**config.mk**
```make
export PLATFORM = sky130hd
export DESIGN_NAME = turn_scheduler
export DESIGN_NICKNAME = d
export VERILOG_FILES = /design/src/rtl/turn_scheduler.sv
export SDC_FILE = /design/constraint.sdc
export NUM_CORES = 1
export LEC_CHECK = 0
export CORE_UTILIZATION = 55
export DETAILED_ROUTE_END_ITERATION = 12
export GPL_TIMING_DRIVEN = 0
export MAX_ROUTING_LAYER = met4
export PLACE_DENSITY = 0.84
export SLEW_MARGIN = 20
export SYNTH_ARGS = -nofsm -noshare
export SYNTH_HDL_FRONTEND = slang
export SYNTH_SLANG_ARGS = --single-unit
```
**constraint.sdc**
```tcl
create_clock -name clk -period 3.75 [get_ports clk]
set_input_delay 0.375 -clock clk [delete_from_list [all_inputs] [get_ports clk]]
set_output_delay 0.375 -clock clk [all_outputs]
set_load 0.05 [all_outputs]
```
**src/rtl/turn_scheduler.sv**
```systemverilog
// turn_scheduler
//   Referee for a two-player turn-based throwing game (dog vs cat).
//   It alternates aim/flight phases between the players, applies hits to
//   hit points, enforces a per-phase timeout, and inserts a settle gap
//   between turns. The dog always opens a game.
//
// Parameters
//   TURN_TIMEOUT  cycles allowed in each aim phase and each flight phase
//   SETTLE_CYCLES dead time between turns, in cycles
//   HP_INIT       starting hit points per player (1..3)
//
// Ports
//   clk           system clock
//   rst           asynchronous active-high reset
//   start         pulse, begins a new game (honoured in IDLE and OVER only)
//   throw_enable  level from the active player; rising edge = throw released
//   throw_landed  single-cycle pulse, projectile finished
//   hit           qualifies throw_landed; 1 = opponent struck
//   dog_turn      dog owns the turn
//   cat_turn      cat owns the turn
//   turn_timeout  single-cycle pulse when an aim or flight phase times out
//   dog_hp        dog remaining hit points
//   cat_hp        cat remaining hit points
//   turn_count    completed turns, wraps 255 -> 0
//   game_over     game finished
//   winner_dog    1 = dog won (valid while game_over)
module turn_scheduler #(
    parameter int unsigned TURN_TIMEOUT  = 650000000,
    parameter int unsigned SETTLE_CYCLES = 65000000,
    parameter int unsigned HP_INIT       = 3
) (
    input  logic       clk,
    input  logic       rst,
    input  logic       start,
    input  logic       throw_enable,
    input  logic       throw_landed,
    input  logic       hit,
    output logic       dog_turn,
    output logic       cat_turn,
    output logic       turn_timeout,
    output logic [1:0] dog_hp,
    output logic [1:0] cat_hp,
    output logic [7:0] turn_count,
    output logic       game_over,
    output logic       winner_dog
);

    localparam int unsigned TMAX = (TURN_TIMEOUT > SETTLE_CYCLES) ? TURN_TIMEOUT : SETTLE_CYCLES;
    localparam int unsigned TW   = $clog2(TMAX + 1);

    localparam logic [TW-1:0] PHASE_LAST  = TW'(TURN_TIMEOUT - 1);
    localparam logic [TW-1:0] SETTLE_LAST = TW'(SETTLE_CYCLES - 1);
    localparam logic [1:0]    HP_START    = 2'(HP_INIT);

    typedef enum logic [2:0] {
        IDLE       = 3'd0,
        DOG_AIM    = 3'd1,
        DOG_FLIGHT = 3'd2,
        CAT_AIM    = 3'd3,
        CAT_FLIGHT = 3'd4,
        SETTLE     = 3'd5,
        OVER       = 3'd6
    } state_t;

    state_t        state, state_nx;
    logic [TW-1:0] timer, timer_nx;
    logic          throw_prev;
    logic          throw_edge;
    logic          last_dog, last_dog_nx;  // who played the turn now settling
    logic [1:0]    dog_hp_nx, cat_hp_nx;
    logic [7:0]    turn_count_nx;
    logic          timeout_nx;
    logic          dog_turn_nx, cat_turn_nx, game_over_nx, winner_dog_nx;

    assign throw_edge = throw_enable & ~throw_prev;

    // State register; outputs are registered from next-state decode so
    // they line up with the state they describe.
    always_ff @(posedge clk or posedge rst) begin
        if (rst) begin
            state        <= IDLE;
            timer        <= '0;
            throw_prev   <= 1'b0;
            last_dog     <= 1'b0;
            dog_hp       <= '0;
            cat_hp       <= '0;
            turn_count   <= '0;
            turn_timeout <= 1'b0;
            dog_turn     <= 1'b0;
            cat_turn     <= 1'b0;
            game_over    <= 1'b0;
            winner_dog   <= 1'b0;
        end else begin
            state        <= state_nx;
            timer        <= timer_nx;
            throw_prev   <= throw_enable;
            last_dog     <= last_dog_nx;
            dog_hp       <= dog_hp_nx;
            cat_hp       <= cat_hp_nx;
            turn_count   <= turn_count_nx;
            turn_timeout <= timeout_nx;
            dog_turn     <= dog_turn_nx;
            cat_turn     <= cat_turn_nx;
            game_over    <= game_over_nx;
            winner_dog   <= winner_dog_nx;
        end
    end

    // Next-state and datapath updates
    always_comb begin
        state_nx      = state;
        timer_nx      = timer;
        last_dog_nx   = last_dog;
        dog_hp_nx     = dog_hp;
        cat_hp_nx     = cat_hp;
        turn_count_nx = turn_count;
        timeout_nx    = 1'b0;

        case (state)
            IDLE, OVER: begin
                if (start) begin
                    state_nx      = DOG_AIM;
                    dog_hp_nx     = HP_START;
                    cat_hp_nx     = HP_START;
                    turn_count_nx = '0;
                    timer_nx      = '0;
                end
            end

            DOG_AIM, CAT_AIM: begin
                last_dog_nx = (state == DOG_AIM);
                if (throw_edge) begin
                    // a throw edge beats a coincident timeout
                    state_nx = (state == DOG_AIM) ? DOG_FLIGHT : CAT_FLIGHT;
                    timer_nx = '0;
                end else if (timer == PHASE_LAST) begin
                    timeout_nx = 1'b1;
                    state_nx   = SETTLE;
                    timer_nx   = '0;
                end else begin
                    timer_nx = timer + 1'b1;
                end
            end

            DOG_FLIGHT: begin
                last_dog_nx = 1'b1;
                if (throw_landed) begin
                    if (hit && cat_hp != 2'd0) cat_hp_nx = cat_hp - 2'd1;
                    state_nx = (cat_hp_nx == 2'd0) ? OVER : SETTLE;
                    timer_nx = '0;
                end else if (timer == PHASE_LAST) begin
                    timeout_nx = 1'b1;
                    state_nx   = SETTLE;
                    timer_nx   = '0;
                end else begin
                    timer_nx = timer + 1'b1;
                end
            end

            CAT_FLIGHT: begin
                last_dog_nx = 1'b0;
                if (throw_landed) begin
                    if (hit && dog_hp != 2'd0) dog_hp_nx = dog_hp - 2'd1;
                    state_nx = (dog_hp_nx == 2'd0) ? OVER : SETTLE;
                    timer_nx = '0;
                end else if (timer == PHASE_LAST) begin
                    timeout_nx = 1'b1;
                    state_nx   = SETTLE;
                    timer_nx   = '0;
                end else begin
                    timer_nx = timer + 1'b1;
                end
            end

            SETTLE: begin
                if (timer == SETTLE_LAST) begin
                    state_nx      = last_dog ? CAT_AIM : DOG_AIM;
                    turn_count_nx = turn_count + 8'd1;
                    timer_nx      = '0;
                end else begin
                    timer_nx = timer + 1'b1;
                end
            end

            default: begin
                state_nx = IDLE;
                timer_nx = '0;
            end
        endcase
    end

    // Output decode from the next state
    always_comb begin
        dog_turn_nx   = (state_nx == DOG_AIM) || (state_nx == DOG_FLIGHT);
        cat_turn_nx   = (state_nx == CAT_AIM) || (state_nx == CAT_FLIGHT);
        game_over_nx  = (state_nx == OVER);
        winner_dog_nx = (state_nx == OVER) && (cat_hp_nx == 2'd0);
    end

endmodule

```
## Yosys cells after proc, flatten, opt, wreduce, memory -nomap -nowiden

Index checks and enable logic that the tools add are counted.

| storage, ports and cells | value |
|---|---|
| register bits | 52 |
| input bits | 6 |
| output and inout port bits | 17 |
| logic and storage cells | 90 |

| operators by class | value |
|---|---|
| add/subtract/negate cells | 4 |
| eq/ne operators | 16 |
| mux-type cells | 37 |
| bitwise operators | 2 |
| reduce and logical (&&, ||, !) cells | 19 |

Operators with widths:

| cell | count |
|---|---|
| $mux W30 | 5 |
| $pmux W30 S4 | 1 |
| $add A30 B1 Y30 const B | 1 |
| $eq A30 B26 Y1 const B | 1 |
| $eq A30 B30 Y1 const B | 1 |
| $mux W2 | 13 |
| $mux W3 | 7 |
| $mux W8 | 2 |
| $pmux W8 S2 | 1 |
| $eq A3 B3 Y1 const B | 5 |
| $pmux W3 S5 | 1 |
| $eq A3 B2 Y1 const B | 4 |
| $add A8 B1 Y8 const B | 1 |
| $pmux W2 S2 | 2 |
| $reduce_bool A2 Y1 | 4 |
| $eq A3 B1 Y1 const B | 2 |
| $logic_not A2 Y1 | 3 |
| $ne A2 B2 Y1 const B | 3 |
| $reduce_and A3 Y1 | 2 |
| $reduce_or A2 Y1 | 3 |
| $sub A2 B1 Y2 const B | 2 |
| $logic_and A1 B1 Y1 | 3 |
| $logic_not A3 Y1 | 1 |
| $mux W1 | 3 |
| 6 further kinds | 7 |

## Logic depth before layout (Yosys ltp)

| depth | value |
|---|---|
| word-level depth | 11 |
| depth in mapped cells | 8 |

## Worst setup path before layout

OpenSTA, ideal clock, no wires.

| timing path | value |
|---|---|
| kind | reg2reg |
| from | reg cat_hp[0] |
| to | reg cat_turn |
| library setup time | 76 ps |
| arrival | 2126 ps |
| data required time | 3674 ps |
| slack | 1547 ps |
| stages on the path, launching flop included | 9 |
| path buffers | 0 |
| clock period less this slack | 2203 ps |
| cell sequence | dfrtp_1 -> inv_1 -> ha_1 -> nand4b_1 -> o31a_1 -> o221ai_1 -> a221o_1 -> a31o_1 -> o21ai_1 |

| between the ends | value |
|---|---|
| word-level cells in the longest chain between the ends | 11 |
| elaborated cells on any way between the ends | 13 |
| those cells by class | add/sub: 1; eq/ne: 2; mux: 6; reduce/logical: 4 |

Ends and longest elaborated chain:

| what | RTL line | source |
|---|---|---|
| from (decl) | 42 | `output logic [1:0] cat_hp,` |
| from (signal assigned) | 99 | `cat_hp <= cat_hp_nx;` |
| branches (longest 2 deep; another with $sub A2 B1 Y2) | - |  |
| $mux W2 (*) | 148 | `if (hit && cat_hp != 2'd0) cat_hp_nx = cat_hp - 2'd1;` |
| $mux W2 (*) | 147 | `if (throw_landed) begin` |
| $mux W2 (*) | 119 | `case (state)` |
| $logic_not A2 Y1 (*) | 149 | `state_nx = (cat_hp_nx == 2'd0) ? OVER : SETTLE;` |
| $mux W2 (*) | 149 |  |
| $mux W3 (*) | 147 |  |
| $pmux W3 S5 (*) | 119 |  |
| named net state_nx[1] | 65 | `state_t state, state_nx;` |
| $eq A3 B2 Y1 / $eq A3 B3 Y1 (equally long branches) | 195 | `cat_turn_nx = (state_nx == CAT_AIM) \|\| (state_nx == CAT_FLIGHT);` |
| $logic_or A1 B1 Y1 (*) | 195 |  |
| named net cat_turn_nx | 73 | `logic dog_turn_nx, cat_turn_nx, game_over_nx, winner_dog_nx;` |
| to (signal assigned) | 103 | `cat_turn <= cat_turn_nx;` |
| to (decl) | 39 | `output logic cat_turn,` |

Mark *: on every way through the listed nets, which the timed path passes. The select of a mux whose other input is x is not followed.
A chain may end at the register's enable or synchronous reset.

## Final worst setup path

| timing path | value |
|---|---|
| from | reg timer[0] |
| to | reg timer[6] |

| between the ends | value |
|---|---|
| word-level cells in the longest chain between the ends | 4 |
| elaborated cells on any way between the ends | 8 |
| those cells by class | add/sub: 1; eq/ne: 2; mux: 5 |

Ends and longest elaborated chain:

| what | RTL line | source |
|---|---|---|
| from (decl) | 66 | `logic [TW-1:0] timer, timer_nx;` |
| from (signal assigned) | 95 | `timer <= timer_nx;` |
| $add A30 B1 Y30 / $eq A30 B30 Y1 (equally long branches) | - |  |
| $mux W30 | 136, 151, 166 |  |
| $mux W30 (on tied branches) | 162, 132 |  |
| $pmux W30 S4 (*) | 119 |  |

Mark *: on every way between the ends. The rest lies on a longest branch, timed or not.

==> flow_metrics.py <==
metrics = {
    "run_status": {
        "outcome": "complete, no violations",
    },
    "detailed_routing": {
        "first_pass_iters": 5,
        "vias_post_dr": 2383,
        "routed_wl_um": 5940,
        "post_drt_via_cell_ratio": 6.02,
        "detail_route.drc_violations": 0,
        "drtAntennaViolNets": 0,
        "drt_first_iter_violations": 185,
        "wl_per_cell_um": 15.0,
    },
    "floorplan": {
        "die-height_um": 74.1,
        "die_width_um": 74.1,
        "boundary_pins": 23,
        "starting_utilization_of_the_core_area": 0.590,
        "rows": 25,
        "floorplan.die_area_mm2": 0.00549,
        "design.core.area_mm2": 0.00485,
    },
    "synth": {
        "synth_top_flop_cell": "sky130_fd_sc_hd__dfrtp_1",
        "synth.net_count": 308,
        "synth.avg_cell_area_um2": 9.60,
        "async_flop_share": 1.00,
        "syn-cell-area_mm2": 0.00286,
        "synth_sequential_area_ratio": 0.455,
        "synth_seq_cells": 52,
        "yosys_warnings": 0,
        "synth.distinct_cells": 55,
        "syn-instance-count": 298,
        "synth-edff-count": 0,
    },
    "global_route": {
        "antenna_found_initial": 0,
        "global_route_wire_length_before_repair_um": 10100,
        "grt_start_max_net_pins": 28,
        "gr-total-overflow": 0,
        "grt_pass1_vias": 2245,
        "grt_use_total": 0.247,
    },
    "timing": {
        "fin_worst_hold_slack_ps": 425,
        "timing.slew.headroom": 0.476,
        "min_period_ps": 2660,
        "max_freq_mhz": 376,
        "final.setup_skew_ps": 9.61,
        "timing_worst_slew_pin_value_ps": 780,
        "timing.final.crit_share": 0.710,
        "grt_setup_unrepaired": "false",
        "finalSetupTns_ps": 0,
        "timing.final.hold_violations": 0,
        "setup_viol": 0,
        "slew_violations": 0,
    },
    "setup_path": {
        "worstSetupEndpointType": "flip-flop",
        "crit_path_start_kind": "flip-flop",
        "critical_path_required_ps": 3930,
        "crit-reg2reg-capture": "timer[6]",
        "worst_r2r_startpoint": "timer[0]",
        "rr_worst_depth": 8,
        "regToRegSetupSlack_ps": 1090,
        "critical_path_class": "flip-flop to flip-flop",
        "worst_ep_arrival_time_ps": 2840,
        "crit_fanout": 10,
    },
    "clocking": {
        "clock_tree_buf_depth": 2,
        "clkSinkCount": 52,
        "post_cts.repair.setup_buffers": 0,
        "cts_made_buffers": 5,
        "h_tree_levels": 2,
        "post_cts_resized": 0,
        "tritoncts": "done",
        "insertion_delay_ps": 310,
        "cts_root_buffer": "sky130_fd_sc_hd__clkbuf_8",
        "postCtsHoldBufs": 0,
        "clk_pin_slew_worst_paths_ps": 100,
    },
    "final_layout": {
        "area.sequential_mm2": 0.00130,
        "layout-drive-gt1-share": 0.0760,
        "antenna_cells": 0,
        "layout.nets": 338,
        "filler_cell_count": 381,
        "area_of_combinational_cells_with_multiple_inputs_mm2": 0.00147,
        "syn2layout_area_growth_pct": 14.7,
    },
    "power_and_ir_drop": {
        "leakage_power_nw": 1.38,
        "worst_ir_drop_vdd_mv": 0.347,
        "power.density_cell_area_mw_per_mm2": 526,
    },
    "place": {
        "placement.io_buffers": 22,
        "dp_hpwl_um": 4320,
        "replace_congestion": 0.887,
    },
    "run": {
        "cap_violations": 0,
    },
    "min_path": {
        "worst_min_delay_path_category": "primary input to async pin",
    },
}
[kinds of logic after synthesis]
family / Yosys count / share of synthesized area
adder cells (fa/ha/maj): 4 / 0.0175
flip-flops: 52 / 0.455
multiplexers: 4 / 0.0144
buffers and inverters: 23 / 0.0315
XOR/XNOR: 28 / 0.0857
AND/OR/NAND/NOR: 137 / 0.272
AO/OA/AOI/OAI: 50 / 0.124
[sequential cells by signal, summed over array words and instances (netlist names)]
| signal | flops |
|---|---|
| dog_hp | 2 |
| state | 3 |
| timer | 30 |
| throw_prev | 1 |
| cat_hp | 2 |
| last_dog | 1 |
| game_over | 1 |
| turn_count | 8 |
| dog_turn | 1 |
| turn_timeout | 1 |
| winner_dog | 1 |
| cat_turn | 1 |
[per-stage QoR]
step	power (mW)	util	std cells	setup slack (ps)	instance area, µm²
finish	1.72	0.676	396	1090	3280
global route	1.85	0.676	396	933	3280
CTS	1.73	0.676	396	1120	3280
detailed placement	1.39	0.657	388	979	3180
global placement	1.37	0.653	387	1010	3160
floorplan	1.21	-	298	1550	2860
[layout by cell type, fill, tap and decap left out, types with 2 or more instances in the layout]
cell,count
sky130_fd_sc_hd__dfrtp_1,52
sky130_fd_sc_hd__nor2_1,39
sky130_fd_sc_hd__xor2_1,23
sky130_fd_sc_hd__clkdlybuf4s50_1,22
sky130_fd_sc_hd__nand2_1,20
sky130_fd_sc_hd__nand3_1,16
sky130_fd_sc_hd__inv_1,11
sky130_fd_sc_hd__o21ai_0,9
sky130_fd_sc_hd__nor2b_1,8
sky130_fd_sc_hd__and3_1,8
sky130_fd_sc_hd__nand4_1,8
sky130_fd_sc_hd__a21oi_1,8
sky130_fd_sc_hd__nor3_1,7
sky130_fd_sc_hd__clkbuf_1,7
sky130_fd_sc_hd__xnor2_1,5
sky130_fd_sc_hd__o21ai_1,5
sky130_fd_sc_hd__clkbuf_8,5
sky130_fd_sc_hd__nor3b_1,4
sky130_fd_sc_hd__o2111ai_1,4
sky130_fd_sc_hd__a22o_1,4
sky130_fd_sc_hd__ha_1,4
sky130_fd_sc_hd__nor4_1,3
sky130_fd_sc_hd__and4_1,3
sky130_fd_sc_hd__buf_2,3
sky130_fd_sc_hd__nand4b_1,3
sky130_fd_sc_hd__mux2i_1,3
sky130_fd_sc_hd__o21a_1,3
sky130_fd_sc_hd__and4bb_1,2
sky130_fd_sc_hd__and2_1,2
sky130_fd_sc_hd__nor3_2,2
sky130_fd_sc_hd__a32oi_1,2
sky130_fd_sc_hd__o311a_1,2
sky130_fd_sc_hd__a221oi_1,2
sky130_fd_sc_hd__or3_1,2
sky130_fd_sc_hd__inv_6,2
[power breakdown]
part	internal, mW	switching (mW)	leakage [nW]
Combinational	0.242	0.476	0.642
Sequential	0.619	0.0525	0.692
Clock	0.138	0.197	0.0491
[per-layer routing]
layer | part of all wire | vias to the layer above | track usage | routed length [µm]
met5 | 0 | - | - | 0
li1 | - | 1138 | - | -
met3 | 0.045 | 10 | 0.0461 | 266
met4 | 0.016 | 0 | 0.0748 | 97
met2 | 0.49 | 71 | 0.409 | 2940
met1 | 0.44 | 1164 | 0.308 | 2640
[critical path: stages (launching register included)]
cell	delay [ps]
sky130_fd_sc_hd__dfrtp_1	390
sky130_fd_sc_hd__ha_1	220
sky130_fd_sc_hd__and4_4	280
sky130_fd_sc_hd__nand3_4	110
sky130_fd_sc_hd__nor4_1	630
sky130_fd_sc_hd__o21ai_1	270
sky130_fd_sc_hd__clkbuf_1	290
sky130_fd_sc_hd__a21oi_1	220
sky130_fd_sc_hd__mux2i_1	120
[worst max-delay path by stage]
stage / startpoint / end / slack, ps / depth (start not counted)
floorplan: cat_hp[0] / cat_turn / 1550 / 8
global placement: start / timer[29] / 1010 / 8
detailed placement: start / timer[26] / 980 / 8
CTS: timer[0] / timer[6] / 1120 / 8
global route: timer[0] / timer[6] / 930 / 8
finish: timer[0] / timer[6] / 1090 / 8
[cell type report]
cell class / count / area share
flip-flops and latches: 52 / 0.397
multi-input cells: 223 / 0.448
plain buffers: 11 / 0.0137
inverters: 12 / 0.0137
clock buffers: 5 / 0.0210
clock inverters: 3 / 0.00801
repair buffers: 23 / 0.0733
well taps: 67 / 0.0256
[synth_stat cells, drive strengths merged, types with 2 or more instances]
cell	number	area, µm²
or3	2	12.5
inv	12	45.0
and3	9	57.6
nor3	9	55.1
o311a	2	20.0
dfrtp	52	1300
ha	4	50.1
nand3	18	108
a21oi	8	40.0
nand4b	3	26.3
o21ai	14	70.1
a32oi	2	17.5
and4bb	2	25.0
o21a	3	22.5
nand2	21	81.3
o2111ai	4	35.0
mux2i	3	30.0
a221oi	2	17.5
buf	4	18.8
nor2	39	146
nand4	8	50.1
nor4b	2	32.5
and2	2	12.5
o221ai	2	23.8
xnor2	5	43.8
and4	4	37.5
nor3b	4	30.0
nor2b	8	50.1
clkbuf	7	26.3
nor4	4	31.3
xor2	23	201
a22o	4	35.0
Power figures use the tool's default switching activity.
